===== config.mk =====
export PLATFORM = sky130hd
export DESIGN_NAME = booth_pp_stage
export DESIGN_NICKNAME = d
export VERILOG_FILES = /design/src/rtl/booth_pp_stage.sv
export SDC_FILE = /design/constraint.sdc
export NUM_CORES = 1
export LEC_CHECK = 0
export ABC_CLOCK_PERIOD_IN_PS = 5560
export CORE_ASPECT_RATIO = 0.8
export CORE_MARGIN = 2
export CORE_UTILIZATION = 48
export CTS_CLUSTER_SIZE = 12
export DETAILED_ROUTE_END_ITERATION = 10
export PLACE_DENSITY = 0.87
export SLEW_MARGIN = 40
export SYNTH_ARGS = -nofsm -noshare
export SYNTH_HDL_FRONTEND = slang
export SYNTH_SLANG_ARGS = --single-unit

===== constraint.sdc =====
create_clock -name clk -period 5.56 [get_ports clk]
set_clock_uncertainty 0.15 [all_clocks]
set_input_delay 1.39 -clock clk [delete_from_list [all_inputs] [get_ports clk]]
set_output_delay 1.39 -clock clk [all_outputs]
set_load 0.01 [all_outputs]

===== src/rtl/booth_pp_stage.sv =====
// Radix-4 Booth encoder for 11x11 signed operands: 2-cycle elastic pipeline, full backpressure via pp_ready.
// BOOTH_PP_OPCNT_EN enables the saturating accepted-transaction counter on op_count.
module booth_pp_stage #(
   parameter int TAG_W = 4
) (
   input  logic             clk,
   input  logic             rst,
   input  logic             flush,
   input  logic             in_valid,
   output logic             in_ready,
   input  logic [10:0]      in_x,
   input  logic [10:0]      in_y,
   input  logic [TAG_W-1:0] in_tag,
   output logic             pp_valid,
   input  logic             pp_ready,
   output logic [11:0]      pp_a,
   output logic [11:0]      pp_b,
   output logic [11:0]      pp_c,
   output logic [11:0]      pp_d,
   output logic [11:0]      pp_e,
   output logic [11:0]      pp_f,
   output logic             cin_a,
   output logic             cin_b,
   output logic             cin_c,
   output logic             cin_d,
   output logic             cin_e,
   output logic             cin_f,
   output logic [TAG_W-1:0] pp_tag,
   output logic [15:0]      op_count
);

   // Returns {cin, row}; negative digits invert and rely on cin for the +1.
   function automatic logic [12:0] booth_row(input logic [10:0] x, input logic [2:0] trip);
      logic [12:0] r;
      case (trip)
         3'b001, 3'b010: r = {1'b0, x[10], x};
         3'b011:         r = {1'b0, x, 1'b0};
         3'b100:         r = {1'b1, ~{x, 1'b0}};
         3'b101, 3'b110: r = {1'b1, ~{x[10], x}};
         default:        r = 13'h0000;
      endcase
      return r;
   endfunction

   logic                  s1_v_q, s1_v_d;
   logic                  s2_v_q, s2_v_d;
   logic [10:0]           s1_x_q, s1_y_q;
   logic [TAG_W-1:0]      s1_tag_q, s2_tag_q;
   logic [5:0][11:0]      rows_q, rows_d;
   logic [5:0]            cins_q, cins_d;
   logic [12:0]           y_ext;
   logic [12:0]           enc;
   logic                  s1_adv;
   logic                  accept;

   assign s1_adv   = s1_v_q & (~s2_v_q | pp_ready);
   assign in_ready = ~s1_v_q | s1_adv;
   assign accept   = in_valid & in_ready;

   // y[-1] = 0 at the bottom, y[11] = y[10] at the top.
   assign y_ext = {s1_y_q[10], s1_y_q, 1'b0};

   always_comb begin
      rows_d = '0;
      cins_d = '0;
      enc    = '0;
      for (int j = 0; j < 6; j++) begin
         enc       = booth_row(s1_x_q, y_ext[2*j +: 3]);
         rows_d[j] = enc[11:0];
         cins_d[j] = enc[12];
      end
   end

   always_comb begin
      s1_v_d = s1_v_q;
      s2_v_d = s2_v_q;
      if (flush) begin
         s1_v_d = 1'b0;
         s2_v_d = 1'b0;
      end else begin
         if (accept)
            s1_v_d = 1'b1;
         else if (s1_adv)
            s1_v_d = 1'b0;
         if (s1_adv)
            s2_v_d = 1'b1;
         else if (pp_ready)
            s2_v_d = 1'b0;
      end
   end

   always_ff @(posedge clk or posedge rst) begin
      if (rst) begin
         s1_v_q   <= 1'b0;
         s2_v_q   <= 1'b0;
         s1_x_q   <= '0;
         s1_y_q   <= '0;
         s1_tag_q <= '0;
         s2_tag_q <= '0;
         rows_q   <= '0;
         cins_q   <= '0;
      end else begin
         s1_v_q <= s1_v_d;
         s2_v_q <= s2_v_d;
         if (accept & ~flush) begin
            s1_x_q   <= in_x;
            s1_y_q   <= in_y;
            s1_tag_q <= in_tag;
         end
         if (s1_adv) begin
            rows_q   <= rows_d;
            cins_q   <= cins_d;
            s2_tag_q <= s1_tag_q;
         end
      end
   end

`ifdef BOOTH_PP_OPCNT_EN
   logic [15:0] cnt_q, cnt_d;

   always_comb begin
      cnt_d = cnt_q;
      if (accept & ~flush & (cnt_q != 16'hFFFF))
         cnt_d = cnt_q + 16'd1;
   end

   always_ff @(posedge clk or posedge rst) begin
      if (rst)
         cnt_q <= 16'h0000;
      else
         cnt_q <= cnt_d;
   end

   assign op_count = cnt_q;
`else
   assign op_count = 16'h0000;
`endif

   assign pp_valid = s2_v_q;
   assign pp_tag   = s2_tag_q;
   assign pp_a     = rows_q[0];
   assign pp_b     = rows_q[1];
   assign pp_c     = rows_q[2];
   assign pp_d     = rows_q[3];
   assign pp_e     = rows_q[4];
   assign pp_f     = rows_q[5];
   assign cin_a    = cins_q[0];
   assign cin_b    = cins_q[1];
   assign cin_c    = cins_q[2];
   assign cin_d    = cins_q[3];
   assign cin_e    = cins_q[4];
   assign cin_f    = cins_q[5];

endmodule


After elaboration in Yosys (flattened, before gate mapping)

Index checks and enable logic that the tools add are counted.

Reduce and logical (&&, ||, !) cells: 12
Bitwise gates (word level): 10
Equal/unequal tests: 33
Mux-type cells: 12

Operators by type and width:

| cell                                          | count |
|---|---|
| one-hot mux 13 bit (4 select lines)           | 5 |
| == test 3 bit, second input constant          | 15 |
| one-hot mux 13 bit (3 select lines)           | 1 |
| == test 3 x 2 -> 1 bit, second input constant | 10 |
| NOT 12 bit                                    | 2 |
| OR reduction 2 bit                            | 10 |
| == test 3 x 1 -> 1 bit, second input constant | 5 |
| two-way mux 1 bit                             | 6 |
| nonzero test 3 bit                            | 2 |
| == test 2 bit, second input constant          | 2 |
| bitwise AND 1 bit                             | 3 |
| NOT 1 bit                                     | 3 |
| == test 2 x 1 -> 1 bit, second input constant | 1 |
| OR 1 bit                                      | 2 |

Word-level logic and storage cells: 80
Register bits: 110
Input bits: 31

Longest topological paths before layout

Gate-level depths: netlist (run 1).

Depth in word-level cells: 7
Depth in mapped cells: 5
Mapped depth without buffers: 3

Worst setup path before layout (run 1)

Ideal clock, no wire load.

Kind: input to output
Start: in pp_ready
End: out in_ready
Buffers on the path: 0
Arrival: 1.644 ns
Data required time: 4.020 ns
Stages: 1
Path slack: 2.376 ns
Cell sequence: nand3b_2

Word-level cells in the longest chain between the ends: 3

Ends and longest elaborated chain:

| what               | RTL line | text |
|---|---|---|
| start: declaration | 15       | `input logic pp_ready,` |
| OR 1 bit           | 56       | `assign s1_adv = s1_v_q & (~s2_v_q \| pp_ready);` |
| bitwise AND 1 bit  | 56       |  |
| OR 1 bit           | 57       | `assign in_ready = ~s1_v_q \| s1_adv;` |
| end: declaration   | 10       | `output logic in_ready,` |

Every way passes these cells.

Worst setup path after layout (run 1)

Ends and elaborated chain as after synthesis.

==> flow_summary.toml, run 1 <==
[global_route]
grt_antenna_before_repair = 0
grt_pass1_wl_um = 25100
grt.total_usage = 0.222
overflow = 0
grt_max_degree = 82
grt_pass1_vias = 4675

[floorplan]
die_height_um = 108
initial_core_util = 0.498
coreArea_sq_um = 13000
num_rows = 37
die_w_um = 134
io_pins = 131
dieArea_sq_um = 14400

[detailed_routing]
wl_per_cell_um = 19.8
viasPerCell = 6.03
drcViolationCount = 0
wl_um = 15900
firstDrtPassIters = 5
postRouteAntennaNets = 0
vias = 4853
drtIter0Drc = 397

[logic_synthesis]
async_flop_share = 1.00
ys_ff_latch = 109
synth-seq-area-share = 0.421
synth_area_sq_um = 6470
ys_types = 48
synth-edff-count = 0
ys_warn_count = 0
synth_ff_type = "dfrtp_1"
syn_area_per_cell_sq_um = 11.3
synthCells = 575

[clock_tree]
clock_sinks = 109
insertion_delay_ns = 0.35
cts_buffer_depth = 2
cts_made_buffers = 9
ctsResizeCount = 0
htree_num_levels = 3
cts_tree = "done"
hold_buffers = 0
path_clk_slew_ns = 0.07
cts-root-buf = "clkbuf_16"
cts_setup_buffers = 0

[power_and_ir_drop]
p_switching_mw = 1.04
switching_share = 0.341
p_seq_frac = 0.411
p_per_area_nw_per_um2 = 399
clock_power_share = 0.211
power_report.internal_total_mw = 2.00
peakVddDrop_mv = 0.219
combPwrFrac = 0.378
p_leak_nw = 3.05

[place]
post-place-ws_ns = 1.38
gp_congestion = 0.756
io_buffer_count = 114
hpwl_um = 10300

[finish]
layout_commonest_cell = "clkdlybuf4s50_1"
finish.net_count = 656
drive_above_1_share = 0.137
syn_to_final_growth_pct = 17.7
mostFrequentLayoutCells = "clkdlybuf4s50_1, dfrtp_1, xor2_1"
fin_util = 0.586
num_antenna_cells = 0

[sta]
finalSetupTns_ns = 0
layout_worst_path_cycle_share = 0.754
setup_ws_ns = 1.37
final-hold-violation-count = 0
timing.final.crit_period_ns = 4.19
fmax_mhz = 239
slew_headroom = 0.441
slew_viol_final = 0
rsz0062_at_grt = "no"
setup_viol = 0
tightest_slew_ns = 0.839

[setup_path]
start_kind = "primary input"
endpoint_kind = "output pin"
critPathMaxFanout = 3
required_ns = 4.02
criticalPathCategory = "in -> out"
arrival_ns = 2.65

[min_path]
hp-class = "reg -> reg"

[flow_run]
cap_violations = 0

[outcome]
outcome = "complete, no violations"
-- kinds of logic after synthesis --
| family | count (synthesis) | synth area share |
|---|---|---|
| AO/OA/AOI/OAI | 171 | 0.188 |
| flip-flops | 109 | 0.421 |
| buffers and inverters | 100 | 0.0978 |
| AND/OR/NAND/NOR | 91 | 0.119 |
| XOR/XNOR | 57 | 0.0818 |
| multiplexers | 46 | 0.0914 |
| other | 1 | 0.000579 |
-- per-stage QoR --
step | cell area, sq um | hold WS, ns | instances | power [mW]
3_3_place_gp | 7320 | 0.322 | 789 | 2.35
6_report | 7620 | 0.339 | 805 | 3.04
5_1_grt | 7620 | 0.358 | 805 | 3.20
3_5_place_dp | 7330 | 0.328 | 789 | 2.41
4_1_cts | 7620 | 0.344 | 805 | 3.06
2_1_floorplan | 6530 | 0.314 | 590 | 1.91
-- power groups by stage --
stage / Combinational, mW / Clock (mW) / Sequential [mW]
2_1_floorplan: 0.722 / 0 / 1.19
3_3_place_gp: 1.11 / 0 / 1.25
3_5_place_dp: 1.15 / 0 / 1.26
4_1_cts: 1.16 / 0.653 / 1.25
5_1_grt: 1.24 / 0.688 / 1.28
6_report: 1.15 / 0.640 / 1.25
-- synth_stat cells (2+ instances only) --
library cell | instances | area share
clkbuf_1 | 14 | 0.0081
and3b_1 | 3 | 0.0041
xor2_1 | 51 | 0.069
nand2b_1 | 4 | 0.0039
inv_1 | 4 | 0.0023
buf_4 | 27 | 0.031
xor2_2 | 4 | 0.010
nand3b_1 | 3 | 0.0035
a31o_2 | 2 | 0.0027
a21boi_0 | 2 | 0.0023
buf_8 | 2 | 0.0046
buf_6 | 11 | 0.019
nand4_2 | 4 | 0.0077
nor4b_1 | 36 | 0.049
nor2b_1 | 2 | 0.0019
xnor2_1 | 2 | 0.0027
o21ai_0 | 39 | 0.030
and4b_1 | 10 | 0.015
mux2_1 | 2 | 0.0035
a211oi_1 | 10 | 0.012
mux2_4 | 20 | 0.046
a2bb2oi_1 | 10 | 0.014
nand2_1 | 9 | 0.0052
nand3_1 | 5 | 0.0039
dfrtp_1 | 109 | 0.42
mux2_2 | 23 | 0.040
o21ai_1 | 20 | 0.015
o2bb2ai_1 | 40 | 0.054
a21oi_1 | 9 | 0.0070
a221oi_1 | 31 | 0.042
nor4b_2 | 4 | 0.0093
buf_2 | 41 | 0.032
or3_1 | 4 | 0.0039
a31oi_1 | 4 | 0.0039
-- metal layers --
layer	track usage	up-vias	wire [um]
li1	-	2216	-
met1	0.303	2415	7000
met2	0.345	196	7360
met3	0.0612	26	1250
met4	0.0684	0	298
met5	0	-	0
-- area by class of cell --
type	count	area, sq um
fillers	1020	5390
well taps	175	219
multi-input cells	381	3180
flip-flops and latches	109	2730
repair buffers	119	1180
clock buffers	11	243
inverters	5	23.8
clock inverters	5	50.0
-- critical path: stages --
cell,delay (ns)
clkdlybuf4s50_1,0.43
nand3b_2,0.28
clkdlybuf4s50_1,0.55
-- final timing paths --
check                          from         to  slack (ns)  cells after the start
max reg2reg                  s1_v_q  pp_tag[1]        3.34                      3
min                        pp_e[10]   pp_e[10]        0.34                      1
max                        pp_ready   in_ready        1.37                      3
max in group asynchronous       rst  s1_y_q[3]        2.99                      3
min in group asynchronous       rst    pp_c[4]        1.40                      2
min reg2reg                pp_e[10]   pp_e[10]        0.34                      1
-- state kept, by name, summed over array words and instances (netlist names) --
register  count
pp_a         12
pp_b         12
pp_c         12
pp_d         12
pp_e         12
pp_f         11
s1_x_q       11
s1_y_q       11
cins_q        6
pp_tag        4
s1_tag_q      4
pp_valid      1
s1_v_q        1
No activity file was read; power rests on OpenSTA's default activity.
==> inputs of run 2 (changes only) <==
--- a/config.mk
+++ b/config.mk
@@ -5,13 +5,13 @@
 export SDC_FILE = /design/constraint.sdc
 export NUM_CORES = 1
 export LEC_CHECK = 0
-export ABC_CLOCK_PERIOD_IN_PS = 5560
+export ABC_CLOCK_PERIOD_IN_PS = 3700
 export CORE_ASPECT_RATIO = 0.8
 export CORE_MARGIN = 2
-export CORE_UTILIZATION = 48
+export CORE_UTILIZATION = 47
 export CTS_CLUSTER_SIZE = 12
 export DETAILED_ROUTE_END_ITERATION = 10
-export PLACE_DENSITY = 0.87
+export PLACE_DENSITY = 0.89
 export SLEW_MARGIN = 40
 export SYNTH_ARGS = -nofsm -noshare
 export SYNTH_HDL_FRONTEND = slang
==> constraint.sdc (replaced) <==
create_clock -name clk -period 3.7 [get_ports clk]
set_clock_uncertainty 0.15 [all_clocks]
set_input_delay 0.925 -clock clk [delete_from_list [all_inputs] [get_ports clk]]
set_output_delay 0.925 -clock clk [all_outputs]
set_load 0.01 [all_outputs]
==> flow_summary.toml, run 2 (synthesized netlist as in run 1, its figures left out) <==
[global_route]
grt_pass1_wl_um = 26000
overflow = 0
grt_max_degree = 110
grt.total_usage = 0.226
grt_antenna_before_repair = 0
grt_pass1_vias = 4912

[floorplan]
io_pins = 131
dieArea_sq_um = 14700
die_height_um = 109
num_rows = 38
die_w_um = 135
initial_core_util = 0.479
coreArea_sq_um = 13500

[clock_tree]
cts-root-buf = "clkbuf_16"
cts_setup_buffers = 0
hold_buffers = 0
clock_sinks = 109
insertion_delay_ns = 0.35
ctsResizeCount = 0
path_clk_slew_ns = 0.07
cts_made_buffers = 9
cts_tree = "done"
cts_buffer_depth = 2
htree_num_levels = 3

[setup_path]
r2r_slack_ns = 1.40
path_cells = "clkdlybuf4s50_1 > nand3b_2 > clkdlybuf4s50_1"
start_kind = "primary input"
reg2reg_to = "pp_e[10]"
criticalPathCategory = "in -> out"
required_ns = 2.62
cp_slowest_cell = "clkdlybuf4s50_1"
crit_end = "in_ready"
r2r_cells = 4
arrival_ns = 2.19
critPathMaxStageDelay_ns = 0.58
cp_common_cell = "clkdlybuf4s50_1"
reg2reg_from = "s1_y_q[7]"
critPathMaxFanout = 3
worstSetupStartpoint = "pp_ready"
endpoint_kind = "output pin"

[sta]
layout_worst_path_cycle_share = 0.883
rsz0062_at_grt = "no"
slew_headroom = 0.441
fmax_mhz = 306
slew_viol_final = 0
setup_ws_ns = 0.435
timing.final.crit_period_ns = 3.27
finalSetupTns_ns = 0
tightest_slew_ns = 0.839
final-hold-violation-count = 0
setup_viol = 0

[power_and_ir_drop]
switching_share = 0.343
peakVddDrop_mv = 0.413
p_switching_mw = 1.58
p_seq_frac = 0.415
p_per_area_nw_per_um2 = 599
p_leak_nw = 3.07
combPwrFrac = 0.373
clock_power_share = 0.212
power_report.internal_total_mw = 3.02

[detailed_routing]
drcViolationCount = 0
wl_um = 16400
vias = 4894
viasPerCell = 6.00
wl_per_cell_um = 20.1
drtIter0Drc = 388
firstDrtPassIters = 5
postRouteAntennaNets = 0

[finish]
fillers = 1127
num_antenna_cells = 0
drive_above_1_share = 0.142
multi_input_area_sq_um = 3170
syn_to_final_growth_pct = 18.6
layout_commonest_cell = "clkdlybuf4s50_1"
mostFrequentLayoutCells = "clkdlybuf4s50_1, dfrtp_1, xor2_1"
regArea_sq_um = 2730
finish.net_count = 662

[min_path]
hold_start = "pp_d[8]"
hp-class = "reg -> reg"

[outcome]
outcome = "complete, no violations"

[flow_run]
cap_violations = 0

[place]
io_buffer_count = 114
hpwl_um = 10500
post-place-ws_ns = 0.452
gp_congestion = 0.822
[run 2: how the worst min path moves through the flow]
stage	end	slack [ns]	cells past startpoint
after floorplan	pp_tag[3]	0.31	1
final	pp_d[8]	0.34	1
after global placement	pp_tag[3]	0.32	1
after global routing	pp_e[8]	0.36	1
after CTS	pp_d[8]	0.34	1
after detailed placement	pp_e[5]	0.32	1
[run 2: critical path: cells and delay by family]
family	cells	cell delay, ns
and+or+nand+nor	1	0.18
buffers and inverters	2	1.08
[run 2: stage by stage]
step	std cells	power, mW	cell area, sq um	utilization	hold WS (ns)
after floorplan	590	2.88	6530	-	0.314
after global placement	800	3.54	7380	0.547	0.322
after detailed placement	800	3.63	7380	0.547	0.323
after CTS	816	4.61	7680	0.569	0.342
after global routing	816	4.85	7680	0.569	0.358
final	816	4.60	7680	0.569	0.337
[run 2: metal layers]
| layer | vias to the layer above | share of wire | GRT usage |
|---|---|---|---|
| met5 | - | 0 | 0 |
| met1 | 2409 | 0.43 | 0.307 |
| met2 | 225 | 0.48 | 0.350 |
| met3 | 37 | 0.070 | 0.0572 |
| li1 | 2223 | - | - |
| met4 | 0 | 0.021 | 0.0863 |
[run 2: cell type report]
class | count | share of cell area
Timing Repair Buffer | 125 | 0.161
Clock inverter | 4 | 0.00619
Sequential cell | 109 | 0.355
Inverter | 5 | 0.00293
Clock buffer | 12 | 0.0321
Tap cell | 180 | 0.0293
Multi-Input combinational cell | 381 | 0.413
[run 2: power groups by stage]
stage          registers (mW)  logic, mW  clock network [mW]
2_1_floorplan            1.79       1.09                   0
3_3_place_gp             1.90       1.64                   0
3_5_place_dp             1.92       1.71                   0
4_1_cts                  1.90       1.72               0.985
5_1_grt                  1.96       1.85                1.04
6_report                 1.91       1.71               0.972
==> patch (flow settings as in run 1) <==
Set the parameter `TAG_W` to 5 (it was 4).
--- a/src/rtl/booth_pp_stage.sv
+++ b/src/rtl/booth_pp_stage.sv
@@ -1,7 +1,7 @@
 // Radix-4 Booth encoder for 11x11 signed operands: 2-cycle elastic pipeline, full backpressure via pp_ready.
 // BOOTH_PP_OPCNT_EN enables the saturating accepted-transaction counter on op_count.
 module booth_pp_stage #(
-   parameter int TAG_W = 4
+   parameter int TAG_W = 5
 ) (
    input  logic             clk,
    input  logic             rst,
Interface: changed (resized in_tag and pp_tag); port bits go from 131 to 133. The function was not compared with the original's and may differ.
==> patch against run 1 <==
Worst hold slack improved by 0.0054 ns; cell count increased by 1.1%; synthesized cell count increased by 0.87%; total power increased by 1.0%; sequential cell count increased by 2; wire length increased by 1.6%; final area increased by 0.53%; fmax increased by 2.0%; area after synthesis decreased by 0.91%; critical path depth unchanged; setup slack improved by 0.084 ns; non-clock buffer count increased by 8; highest routed layer unchanged.
==> patch: results (changes against run 1) <==
Run status
  • Outcome: finished, final reports clean

Logic synthesis
  • Avg Cell Area, Syn: 11.1 µm² (-1.8%)
  • Largest cells by area after synthesis: dfrtp_1 (43%), xor2_1 (7.0%), o2bb2ai_1 (5.6%)
  • Post-Synth XOR/XNOR Area: 8.39% (+0.21 points)
  • Unique masters post-synth: 41 (-15%)
  • Compound-Gate Fraction of Synth Area: 19.0% (+0.23 points)
  • Seq/Total Area, Yosys: 43.3% (+1.2 points)
  • Mux share of post-synthesis cell area: 8.45% (-0.70 points)
  • Top cells by count, synth: dfrtp_1 (111), a21oi_1 (51), xor2_1 (51)
  • Adder-cell share of the synthesized area: 0% (unchanged)

STA
  • Final hold slack: 0.344 ns (+0.00539 ns)
  • Slew HR: 44.3% (+0.25 points)
  • Setup ws final: 1.45 ns (+0.0839 ns)

Setup path
  • RR Endpoint: pp_a[10]
  • Reg2Reg Depth: 5 (+2)
  • Reg2Reg Setup Slack: 3.35 ns (about the same)
  • RR Startpoint: pp_valid
  • Worst Path Arrival: 2.57 ns (-0.08 ns)

Placement
  • Port Buf Inserts: 116 (+1.8%)
  • Total placed cells including tap cells: 796 (+0.89%)
  • Area post-placement: 7320 µm² (-0.10%)
  • Routability cong.: 0.795 (+5.2%)
  • Final HPWL DP: 10200 µm (-1.0%)

Power and ir drop
  • VDD IR max: 0.240 mV (+9.5%)
  • Leakage: 3.00 nW (-1.5%)

Worst hold path
  • Hold Crit Start: pp_d[8]
  • Hold Crit Endpoint: pp_d[8]
  • Worst hold stages: 1 (unchanged)

Layout
  • Net count, final: 666 (+1.5%)
  • Ratio of cells with drive above 1 in the final layout: 10.8% (-2.9 points)
  • Fillers: 1034 (+1.4%)
  • Post-route insts no fill: 814 (+1.1%)

Routing
  • Number of vias per cell: 6.04 (+0.12%)
  • Initial drt markers: 430 (+8.3%)
  • DRT Wirelength: 16100 µm (+1.6%)

Clock network
  • TritonCTS buffer count: 9 (unchanged)
  • Clock Pin Slew Worst Setup and Hold Paths: 0.08 ns

Global route
  • Number of global-route vias before repair: 4755 (+1.7%)
  • Largest net degree at the start of global routing: 83 (+1.2%)
  • First-pass GRT wire length: 25500 µm (+1.5%)
  • Total global-route track usage: 22.6% (+0.42 points)
-- patch: cell types whose count changed after synthesis, sizes merged, moves of 2 or more --
cell | before | now
inv | 5 | 8
clkbuf | 14 | 19
nand2 | 9 | 7
dfrtp | 109 | 111
o21ai | 59 | 10
a21oi | 9 | 51
a31o | 2 | 4
a21boi | 2 | 4
-- patch: how the worst max path moves through the flow --
stage	cells after the start	end
after detailed placement	3	in_ready
after global routing	3	in_ready
after CTS	3	in_ready
after floorplan	1	cins_q[0]
after global placement	3	in_ready
final	3	in_ready
-- patch: final cells by class --
cell class / instances / area (µm²) / share of cell area (%)
Clock buffer: 10 / 239 / 3.12
Clock inverter: 6 / 67.6 / 0.882
Inverter: 8 / 35.0 / 0.457
Multi-Input combinational cell: 377 / 3060 / 39.9
Sequential cell: 111 / 2780 / 36.3
Tap cell: 175 / 219 / 2.86
Timing Repair Buffer: 127 / 1260 / 16.5
-- patch: critical path: stages --
cell and delay (ns):
clkdlybuf4s50_1 0.47, nand3b_2 0.14, clkdlybuf4s50_1 0.56
-- patch: routing by layer --
| layer | vias up | part of all wire [%] | track usage [%] |
|---|---|---|---|
| met1 | 2432 | 45 | 31.3 |
| met5 | - | 0 | 0 |
| li1 | 2228 | - | - |
| met2 | 226 | 47 | 36.0 |
| met3 | 27 | 7.0 | 4.71 |
| met4 | 0 | 1.8 | 7.07 |
-- patch: report_power, final --
part / leakage (nW) / internal, W / switching (W)
Combinational: 1.50 / 0.000639 / 0.000492
Clock: 0.145 / 0.000364 / 0.000307
Sequential: 1.36 / 0.00101 / 0.000261
